## src/rtl/ntt_bank_addr_gen_if.sv

```systemverilog
// rtl/ntt_bank_addr_gen_if.sv - control/beat bundle of the NTT bank address generator
// master = generator side, slave = consumer side.
interface ntt_bank_addr_gen_if #(
  parameter int addr_width = 7
);
  logic                  start;
  logic                  out_ready;
  logic                  out_valid;
  logic [addr_width-1:0] b0, b1, b2, b3, b4, b5, b6, b7;
  logic [2:0]            sel_a_0, sel_a_1, sel_a_2, sel_a_3;
  logic [2:0]            sel_a_4, sel_a_5, sel_a_6, sel_a_7;
  logic [3:0]            stage;
  logic                  last;
  logic                  busy;
  logic                  done;

  modport master (
    input  start, out_ready,
    output out_valid, b0, b1, b2, b3, b4, b5, b6, b7,
    output sel_a_0, sel_a_1, sel_a_2, sel_a_3, sel_a_4, sel_a_5, sel_a_6, sel_a_7,
    output stage, last, busy, done
  );

  modport slave (
    output start, out_ready,
    input  out_valid, b0, b1, b2, b3, b4, b5, b6, b7,
    input  sel_a_0, sel_a_1, sel_a_2, sel_a_3, sel_a_4, sel_a_5, sel_a_6, sel_a_7,
    input  stage, last, busy, done
  );
endinterface

```

## src/rtl/ntt_bank_addr_gen.sv

```systemverilog
// rtl/ntt_bank_addr_gen.sv - per-beat bank address / lane select generator for an in-place radix-2 NTT
// Counters (c_q, t_q) always describe the beat currently held in the output registers.
module ntt_bank_addr_gen #(
  parameter int addr_width = 7
) (
  input  logic                  clk,
  input  logic                  rst,
  ntt_bank_addr_gen_if.master   bus
);
  localparam int logn = addr_width + 3;
  localparam logic [3:0] t_top = 4'(logn - 1);
  localparam logic [addr_width-1:0] c_max = '1;

  localparam logic [1:0] st_idle = 2'd0;
  localparam logic [1:0] st_run  = 2'd1;
  localparam logic [1:0] st_done = 2'd2;

  typedef logic [logn-1:0] idx_t;

  logic [1:0]            state_q, state_d;
  logic [addr_width-1:0] c_q, c_d;
  logic [3:0]            t_q, t_d;
  logic                  out_valid_q, out_valid_d;
  logic                  last_q, last_d;
  logic [3:0]            stage_q, stage_d;
  logic [addr_width-1:0] addr_q [8];
  logic [addr_width-1:0] addr_d [8];
  logic [2:0]            sel_q [8];
  logic [2:0]            sel_d [8];

  logic                  accept;
  logic                  load;
  logic                  finish;
  idx_t                  low_mask;
  idx_t                  m_ext [4];
  idx_t                  lane_idx [8];
  logic [2:0]            beat_sel [8];

  function automatic logic [2:0] bank_of(input idx_t i);
    return {^i[logn-1:2], i[1:0]};
  endfunction

  always_comb begin
    state_d = state_q;
    c_d     = c_q;
    t_d     = t_q;
    load    = 1'b0;
    finish  = 1'b0;
    accept  = out_valid_q & bus.out_ready;
    case (state_q)
      st_idle: begin
        if (bus.start) begin
          state_d = st_run;
          c_d     = '0;
          t_d     = t_top;
          load    = 1'b1;
        end
      end
      st_run: begin
        if (accept) begin
          if (last_q) begin
            state_d = st_done;
            finish  = 1'b1;
          end else begin
            load = 1'b1;
            if (c_q == c_max) begin
              c_d = '0;
              t_d = t_q - 4'd1;
            end else begin
              c_d = c_q + 1'b1;
            end
          end
        end
      end
      st_done: begin
        state_d = st_idle;
        c_d     = '0;
        t_d     = t_top;
      end
      default: state_d = st_idle;
    endcase
  end

  // Lane pairs for the beat about to be loaded: x has a 0 spliced in at bit t, its partner sets it.
  always_comb begin
    low_mask = (idx_t'(1) << t_d) - idx_t'(1);
    for (int q = 0; q < 4; q++) begin
      m_ext[q]          = idx_t'({c_d, 2'(q)});
      lane_idx[2*q]     = ((m_ext[q] & ~low_mask) << 1) | (m_ext[q] & low_mask);
      lane_idx[2*q + 1] = lane_idx[2*q] | (idx_t'(1) << t_d);
    end
    beat_sel = '{default: 3'd0};
    for (int l = 0; l < 8; l++) begin
      beat_sel[bank_of(lane_idx[l])] = 3'(l);
    end
  end

  always_comb begin
    out_valid_d = out_valid_q;
    last_d      = last_q;
    stage_d     = stage_q;
    addr_d      = addr_q;
    sel_d       = sel_q;
    if (finish) begin
      out_valid_d = 1'b0;
      last_d      = 1'b0;
    end
    if (load) begin
      out_valid_d = 1'b1;
      last_d      = (t_d == 4'd0) && (c_d == c_max);
      stage_d     = t_d;
      for (int l = 0; l < 8; l++) begin
        addr_d[l] = lane_idx[l][logn-1:3];
      end
      sel_d = beat_sel;
    end
  end

  always_ff @(posedge clk) begin
    if (rst) begin
      state_q     <= st_idle;
      c_q         <= '0;
      t_q         <= t_top;
      out_valid_q <= 1'b0;
      last_q      <= 1'b0;
      stage_q     <= '0;
      for (int l = 0; l < 8; l++) begin
        addr_q[l] <= '0;
        sel_q[l]  <= '0;
      end
    end else begin
      state_q     <= state_d;
      c_q         <= c_d;
      t_q         <= t_d;
      out_valid_q <= out_valid_d;
      last_q      <= last_d;
      stage_q     <= stage_d;
      addr_q      <= addr_d;
      sel_q       <= sel_d;
    end
  end

  assign bus.out_valid = out_valid_q;
  assign bus.b0        = addr_q[0];
  assign bus.b1        = addr_q[1];
  assign bus.b2        = addr_q[2];
  assign bus.b3        = addr_q[3];
  assign bus.b4        = addr_q[4];
  assign bus.b5        = addr_q[5];
  assign bus.b6        = addr_q[6];
  assign bus.b7        = addr_q[7];
  assign bus.sel_a_0   = sel_q[0];
  assign bus.sel_a_1   = sel_q[1];
  assign bus.sel_a_2   = sel_q[2];
  assign bus.sel_a_3   = sel_q[3];
  assign bus.sel_a_4   = sel_q[4];
  assign bus.sel_a_5   = sel_q[5];
  assign bus.sel_a_6   = sel_q[6];
  assign bus.sel_a_7   = sel_q[7];
  assign bus.stage     = stage_q;
  assign bus.last      = last_q;
  assign bus.busy      = (state_q != st_idle);
  assign bus.done      = (state_q == st_done);
endmodule

```

## src/flat_wrapper.sv

```systemverilog
// flat-port wrapper written by rule: the top's interface ports become plain ports
module ntt_bank_addr_gen_flat 
#(
  parameter int addr_width = 7
)
  (clk, rst, bus_start, bus_out_ready, bus_out_valid, bus_b0, bus_b1, bus_b2, bus_b3, bus_b4, bus_b5, bus_b6, bus_b7, bus_sel_a_0, bus_sel_a_1, bus_sel_a_2, bus_sel_a_3, bus_sel_a_4, bus_sel_a_5, bus_sel_a_6, bus_sel_a_7, bus_stage, bus_last, bus_busy, bus_done);
  ntt_bank_addr_gen_if #(.addr_width(addr_width)) bus_i ();
  input  logic clk;
  input  logic rst;
  input wire logic [$bits(bus_i.start)-1:0] bus_start;
  input wire logic [$bits(bus_i.out_ready)-1:0] bus_out_ready;
  output wire logic [$bits(bus_i.out_valid)-1:0] bus_out_valid;
  output wire logic [$bits(bus_i.b0)-1:0] bus_b0;
  output wire logic [$bits(bus_i.b1)-1:0] bus_b1;
  output wire logic [$bits(bus_i.b2)-1:0] bus_b2;
  output wire logic [$bits(bus_i.b3)-1:0] bus_b3;
  output wire logic [$bits(bus_i.b4)-1:0] bus_b4;
  output wire logic [$bits(bus_i.b5)-1:0] bus_b5;
  output wire logic [$bits(bus_i.b6)-1:0] bus_b6;
  output wire logic [$bits(bus_i.b7)-1:0] bus_b7;
  output wire logic [$bits(bus_i.sel_a_0)-1:0] bus_sel_a_0;
  output wire logic [$bits(bus_i.sel_a_1)-1:0] bus_sel_a_1;
  output wire logic [$bits(bus_i.sel_a_2)-1:0] bus_sel_a_2;
  output wire logic [$bits(bus_i.sel_a_3)-1:0] bus_sel_a_3;
  output wire logic [$bits(bus_i.sel_a_4)-1:0] bus_sel_a_4;
  output wire logic [$bits(bus_i.sel_a_5)-1:0] bus_sel_a_5;
  output wire logic [$bits(bus_i.sel_a_6)-1:0] bus_sel_a_6;
  output wire logic [$bits(bus_i.sel_a_7)-1:0] bus_sel_a_7;
  output wire logic [$bits(bus_i.stage)-1:0] bus_stage;
  output wire logic [$bits(bus_i.last)-1:0] bus_last;
  output wire logic [$bits(bus_i.busy)-1:0] bus_busy;
  output wire logic [$bits(bus_i.done)-1:0] bus_done;
  assign bus_i.start = bus_start;
  assign bus_i.out_ready = bus_out_ready;
  assign bus_out_valid = bus_i.out_valid;
  assign bus_b0 = bus_i.b0;
  assign bus_b1 = bus_i.b1;
  assign bus_b2 = bus_i.b2;
  assign bus_b3 = bus_i.b3;
  assign bus_b4 = bus_i.b4;
  assign bus_b5 = bus_i.b5;
  assign bus_b6 = bus_i.b6;
  assign bus_b7 = bus_i.b7;
  assign bus_sel_a_0 = bus_i.sel_a_0;
  assign bus_sel_a_1 = bus_i.sel_a_1;
  assign bus_sel_a_2 = bus_i.sel_a_2;
  assign bus_sel_a_3 = bus_i.sel_a_3;
  assign bus_sel_a_4 = bus_i.sel_a_4;
  assign bus_sel_a_5 = bus_i.sel_a_5;
  assign bus_sel_a_6 = bus_i.sel_a_6;
  assign bus_sel_a_7 = bus_i.sel_a_7;
  assign bus_stage = bus_i.stage;
  assign bus_last = bus_i.last;
  assign bus_busy = bus_i.busy;
  assign bus_done = bus_i.done;
  ntt_bank_addr_gen #(.addr_width(addr_width)) u_core (.clk(clk), .rst(rst), .bus(bus_i));
endmodule
```

## config.mk

```make
export PLATFORM = sky130hd
export DESIGN_NAME = ntt_bank_addr_gen_flat
export DESIGN_NICKNAME = d
export VERILOG_FILES = /design/src/rtl/ntt_bank_addr_gen_if.sv /design/src/rtl/ntt_bank_addr_gen.sv /design/src/flat_wrapper.sv
export SDC_FILE = /design/constraint.sdc
export NUM_CORES = 1
export LEC_CHECK = 0
export BUFFER_PORTS_ARGS = -buffer_cell sky130_fd_sc_hd__buf_4
export CORE_MARGIN = 2
export CORE_UTILIZATION = 45
export CTS_BUF_LIST = sky130_fd_sc_hd__clkbuf_8
export DETAILED_ROUTE_END_ITERATION = 10
export PLACE_DENSITY_LB_ADDON = 0.1
export REMOVE_ABC_BUFFERS = 1
export SLEW_MARGIN = 20
export SYNTH_ARGS = -nofsm -noshare
export SYNTH_HDL_FRONTEND = slang
export SYNTH_SLANG_ARGS = --single-unit
export TNS_END_PERCENT = 30
```

## constraint.sdc

```tcl
create_clock -name clk -period 6.7 [get_ports clk]
set_input_delay 0.335 -clock clk [delete_from_list [all_inputs] [get_ports clk]]
set_output_delay 0.335 -clock clk [all_outputs]
set_load 0.01 [all_outputs]
```

; After elaboration in Yosys (flattened, before gate mapping)
; Cells that the tools add are included.
; Widths: inputs -> output; s select.
[totals]
regBits = 99
inputBits = 4
elab_cells = 145
[op_classes]
n_addsub = 3
order_cmp = 14
eq_ne = 7
shift = 1
muxes = 38
bitwise = 40
reduce_logical = 20
[ops]
columns = op, count
row1 = $or 10x10->10, 8
row2 = $demux 3 s3, 7
row3 = $reduce_xor 8->1, 7
row4 = $or 16x16->16, 3
row5 = $and 9x10->10, 4
row6 = $and 9x9->9, 4
row7 = $not 16->16, 2
row8 = $ge 4x4->1 const B, 7
row9 = $lt 4x1->1 const B, 7
row10 = $mux 7, 4
row11 = $not 3->4, 7
row12 = $and 8x8->8, 3
row13 = $not 8->8, 3
row14 = $or 24x24->24, 1
row15 = $mux 3, 7
row16 = $pmux 7 s3, 1
row17 = $and 15x16->16, 1
row18 = $and 16x16->16, 1
row19 = $mux 4, 4
row20 = $eq 7x7->1 const B, 2
row21 = $pmux 4 s3, 1
row22 = $shl 1x4->10 const A, 1
row23 = $sub 10x1->10 const B, 1
row24 = $mux 1, 9
row25 = other kinds (17), 28

; Longest topological paths before layout
[depth]
word_depth = 23
mapped_depth = 22
depth_no_buf = 17

; Least setup slack after synthesis
; OpenSTA, ideal clock, no wires.
[synth_timing]
path_type = register -> register
startpoint = register u_core.c_q[0]
endpoint = register u_core.sel_q (netlist bit u_core.bus.sel_a_3[0])
setup_time_ns = 0.091
arrival_ns = 4.969
required_time_ns = 6.609
setup_slack_ns = 1.640
path_stages_with_launch = 19
path_buffers = 4
period_less_slack_ns = 5.060
cell_sequence = dfxtp_1 -> ha_1 -> and4_1 -> a311oi_1 -> a311oi_2 -> clkbuf_1 -> or3_1 -> clkbuf_1 -> ha_1 -> clkbuf_1 -> clkbuf_1 -> o31ai_1 -> a22oi_1 -> mux2i_1 -> o21ai_0 -> xnor2_2 -> xnor3_1 -> or3_1 -> a311oi_1
[synth_between]
elab_chain_cells = 23
elab_cells_between_ends = 88
[synth_lines]
columns = element, line
row1 = start: declaration, ntt_bank_addr_gen.sv:21  ; logic [addr_width-1:0] c_q, c_d;
row2 = start signal: assignment, ntt_bank_addr_gen.sv:122  ; c_q <= '0;
row3 = start signal: assignment, ntt_bank_addr_gen.sv:133  ; c_q <= c_d;
row4 = $eq 7x7->1, ntt_bank_addr_gen.sv:66  ; if (c_q == c_max) begin
row5 = $mux 4, ntt_bank_addr_gen.sv:66
row6 = $mux 4, ntt_bank_addr_gen.sv:61  ; if (last_q) begin
row7 = $mux 4, ntt_bank_addr_gen.sv:60  ; if (accept) begin
row8 = $pmux 4 s3, ntt_bank_addr_gen.sv:50  ; case (state_q)
row9 = $shl 1x4->10, "ntt_bank_addr_gen.sv:86, ntt_bank_addr_gen.sv:90"
row10 = $sub 10x1->10, ntt_bank_addr_gen.sv:86  ; low_mask = (idx_t'(1) << t_d) - idx_t'(1);
row11 = $not 9->9, ntt_bank_addr_gen.sv:89  ; lane_idx[2*q] = ((m_ext[q] & ~low_mask) << 1) | (m_ext[q] & low_mask);
row12 = [7 not listed], -
row13 = $mux 3 (not written as such) / $demux 3 s3 (equally long branches), ntt_bank_addr_gen.sv:94  ; beat_sel[bank_of(lane_idx[l])] = 3'(l);
row14 = $demux 3 s3 / $not 16->16 (equally long branches), -
row15 = $and 15x16->16 (no source line), -
row16 = $or 16x16->16 (no source line), -
row17 = $and 16x16->16 (no source line), -
row18 = $or 16x16->16 (no source line), -
row19 = $and 8x8->8 (no source line), -
row20 = $or 24x24->24 (no source line) (*), -
row21 = end signal: assignment, ntt_bank_addr_gen.sv:139  ; sel_q <= sel_d;
row22 = end: declaration, ntt_bank_addr_gen.sv:28  ; logic [2:0] sel_q [8];
; Mark *: on every way between the ends. The rest lies on a longest branch, timed or not.
; A chain may end at the register's enable or synchronous reset.

; Worst setup path after layout
; Same ends and word-level chain as after synthesis.

==> flow_summary.yaml <==
timing:
  maxSlewHeadroom_pct: 31.71
  rsz0062_at_grt: "false"
  finalCritPeriodShare_pct: 82.78
  finClkSkew_ns: 0.01136
  finalSetupTns_ns: 0
  fmax_mhz: 180.3
  fin_crit_ns: 5.546
  maxSlewViolCount: 0
  tightest_slew_ns: 1.024
  setup_viol: 0
  hold_viol: 0
power_and_ir_drop:
  internal_power_uw: 618.3
  p_sw_uw: 238.7
  power_density_mw_per_mm2: 184.4
  p_sw_share_pct: 27.85
  pwr-share-comb_pct: 17.9
  total_power_uw: 857.0
  p_clk_share_pct: 38.1
  irDropWorstVdd_uv: 95.18
  p_leak_uw: 0.001965
  p_seq_share_pct: 43.9
clock_network:
  cts_num_sinks: 57
  clkTransAtPathRegs_ns: 0.07
  hold_buffers: 0
  clk_path_buf_depth: 2
  cts-buffers-inserted: 9
  cts_tree: "built"
  post_cts_buffers: 0
  ctsHtreeMaxLevel: 3
  root_buffer: "clkbuf_8"
  clock_insertion_delay_worst_skew_ns: 0.34
  post_cts_resized: 0
setup_path:
  worst_setup_path_start_kind: "flop"
  worstPathCellList: "ha_1, nand4_4, or4_4, mux2i_1, buf_4, or3_1, ha_1, o221ai_1, o21ai_0, mux2i_1, o22a_1, xnor2_1, xnor2_2, xnor3_1, or3_1, a311oi_1"
  worstPathRequired_ns: 6.95
  cp-end-kind: "flop"
  crit_fanout: 18
  slowest_stage: "ha_1"
  crit_type: "reg2reg"
  arrival_ns: 5.79
  cp_slowest_stage_delay_ns: 0.62
yosys:
  async_reset_ff_share_pct: 0
  ys_ff_latch: 57
  synth_warnings: 0
  synth_area_mm2: 0.004055
  ys_types: 73
  synth_edf_count: 0
  synth-main-ff-cell: "dfxtp_1"
  ys_seq_area_share_pct: 28.14
  syn_area_per_cell_um2: 7.859
  synthCells: 516
global_routing:
  grt_max_degree: 63
  grtUsageMet1_pct: 32.33
  grt_pass1_vias: 3388
  use_met2_pct: 30.67
  grt_pass1_wl_um: 17400
  busiest_layer: "met1"
  grt_use_met3_pct: 5.461
  overflow: 0
  antenna_found_initial: 0
  grt.total_usage_pct: 21.53
finish:
  drive_above_1_share_pct: 23.09
  syn_to_final_growth_pct: 14.59
  multi_input_area_mm2: 0.002410
  n_antenna_cell: 0
  fillers: 831
  finalInstanceArea_mm2: 0.004647
  seqCellArea_mm2: 0.001141
  final_net_count: 556
detailed_routing:
  dr.pass1.iters: 5
  num_vias: 3912
  drt_wl_total_um: 10630
  avgRoutedWirePerCell_um: 16.16
  postRouteAntennaNets: 0
  drt_iter0_markers: 336
  drc: 0
  via_per_inst: 5.945
floorplan:
  core-area_mm2: 0.008721
  start_util_pct: 46.50
  die_y_um: 98.93
  die_w_um: 98.93
  fp.dieArea_mm2: 0.009787
  pin_count: 92
  placementRows: 34
flow_run:
  maxCapViolCount: 0
placed_design:
  numPortBuffers: 91
  globalplace.congestion: 0.9310
  place.detailed.hpwl_um: 7552
  placed_area_mm2: 0.004452
hold_path:
  hp-class: "in2reg"
run_status:
  status: "complete, no violations"
## stage by stage
step / instances / util, % / setup slack (ns) / hold slack (ns)
global route: 658 / 53.29 / 0.7272 / 0.3338
floorplan: 441 / - / 1.732 / 0.4041
detailed placement: 643 / 51.05 / 1.274 / 0.4522
finish: 658 / 53.29 / 1.154 / 0.3148
CTS: 658 / 53.29 / 1.255 / 0.3155
global placement: 643 / 51.05 / 1.384 / 0.4497
## cell usage in the layout, fill, tap and decap left out, types with 3 or more instances in the layout
cell,n
clkbuf_8,11
o21ai_0,18
and3_1,7
o32ai_1,3
buf_4,94
o211ai_1,4
ha_1,6
or3_1,10
nand3_1,14
o21a_1,8
nor3_1,19
a211oi_1,17
inv_1,17
nand2_1,35
nand2b_1,10
dfxtp_1,57
o21ai_1,4
or4_1,4
and2_1,5
mux2i_1,4
xnor3_1,4
nor2b_1,4
a32oi_1,6
a31oi_1,8
a311oi_1,12
nor2_1,71
nand4_1,5
a21oi_1,20
o31ai_1,6
xnor2_1,4
nand3b_1,5
## power by group through the flow
stage / logic [µW] / clock network, µW / registers [µW]
floorplan: 59.6 / 0 / 400
global placement: 154 / 0 / 383
detailed placement: 155 / 0 / 384
CTS: 155 / 331 / 377
global route: 168 / 345 / 380
finish: 154 / 327 / 377
## Yosys cell counts, types with 3 or more instances
cell / instances / area share, %
or4_1: 4 / 0.74
o211ai_1: 4 / 0.74
o21a_1: 8 / 1.5
a32oi_1: 6 / 1.3
o21ai_0: 18 / 2.2
buf_2: 4 / 0.49
inv_1: 16 / 1.5
xnor3_1: 4 / 2.2
a21oi_1: 20 / 2.5
a31oi_1: 8 / 1.2
o21ai_1: 4 / 0.49
buf_4: 42 / 7.8
nand2b_1: 10 / 1.5
or3_1: 10 / 1.5
nand2_1: 35 / 3.2
nor3_1: 19 / 2.3
and2_1: 5 / 0.77
ha_1: 6 / 1.9
o32ai_1: 3 / 0.65
clkbuf_1: 27 / 2.5
a211oi_1: 17 / 3.1
dfxtp_1: 57 / 28
mux2i_1: 4 / 0.99
o31ai_1: 6 / 1.1
nor2_1: 71 / 6.6
nor2b_1: 4 / 0.62
a311oi_1: 12 / 2.6
and3_1: 7 / 1.1
nand3b_1: 5 / 0.93
nand4_1: 5 / 0.77
nand3_1: 14 / 1.7
xnor2_1: 4 / 0.86
## flip-flops by register name, indices dropped and copies added, names as in the netlist
| signal | count |
|---|---|
| u_core.bus.b6 | 7 |
| u_core.bus.b7 | 7 |
| u_core.bus.last | 1 |
| u_core.bus.out_valid | 1 |
| u_core.bus.sel_a_0 | 3 |
| u_core.bus.sel_a_1 | 3 |
| u_core.bus.sel_a_2 | 3 |
| u_core.bus.sel_a_3 | 3 |
| u_core.bus.sel_a_4 | 3 |
| u_core.bus.sel_a_5 | 3 |
| u_core.bus.sel_a_6 | 3 |
| u_core.bus.sel_a_7 | 3 |
| u_core.bus.stage | 4 |
| u_core.c_q | 7 |
| u_core.state_q | 2 |
| u_core.t_q | 4 |
## cell type report
cell class | count | area share, %
Clock buffer | 11 | 3.258
Clock inverter | 4 | 0.9424
Inverter | 16 | 1.292
Multi-Input combinational cell | 368 | 51.86
Sequential cell | 57 | 24.56
Tap cell | 108 | 2.908
Timing Repair Buffer | 94 | 15.19
## path summary, 6_finish.rpt
| path | slack [ns] | end | from | cells after the start |
|---|---|---|---|---|
| max reg2reg | 1.15 | u_core.bus.sel_a_3[0] | u_core.c_q[0] | 16 |
| max | 1.15 | u_core.bus.sel_a_3[0] | u_core.c_q[0] | 16 |
| min reg2reg | 0.46 | u_core.bus.stage[0] | u_core.bus.stage[0] | 2 |
| min | 0.31 | u_core.state_q[1] | bus_out_ready | 3 |
## kinds of logic after synthesis
group	Yosys count	synth area share (%)
and+or+nand+nor	206	25.89
AOI/OAI and AO/OA	136	24.59
buffers and inverters	91	12.43
DFF	57	28.14
xor gates and xnor gates	13	5.184
muxes	7	1.913
adders and majority gates	6	1.851
## routing by layer
| metal | wire length [µm] | up-vias |
|---|---|---|
| met3 | 1009 | 13 |
| li1 | - | 1912 |
| met4 | 95 | 0 |
| met5 | 0 | - |
| met2 | 4418 | 213 |
| met1 | 5111 | 1774 |
## critical path, delay by kind of cell, from the launching register on
family                     cells  cell delay (ns)
muxes                          2             0.27
AOI/OAI and AO/OA              4             1.09
DFF                            1             0.45
and+or+nand+nor                4             1.50
buffers and inverters          1             0.20
adders and majority gates      2             0.96
xor gates and xnor gates       3             0.98
No activity file was read; power rests on OpenSTA's default activity.
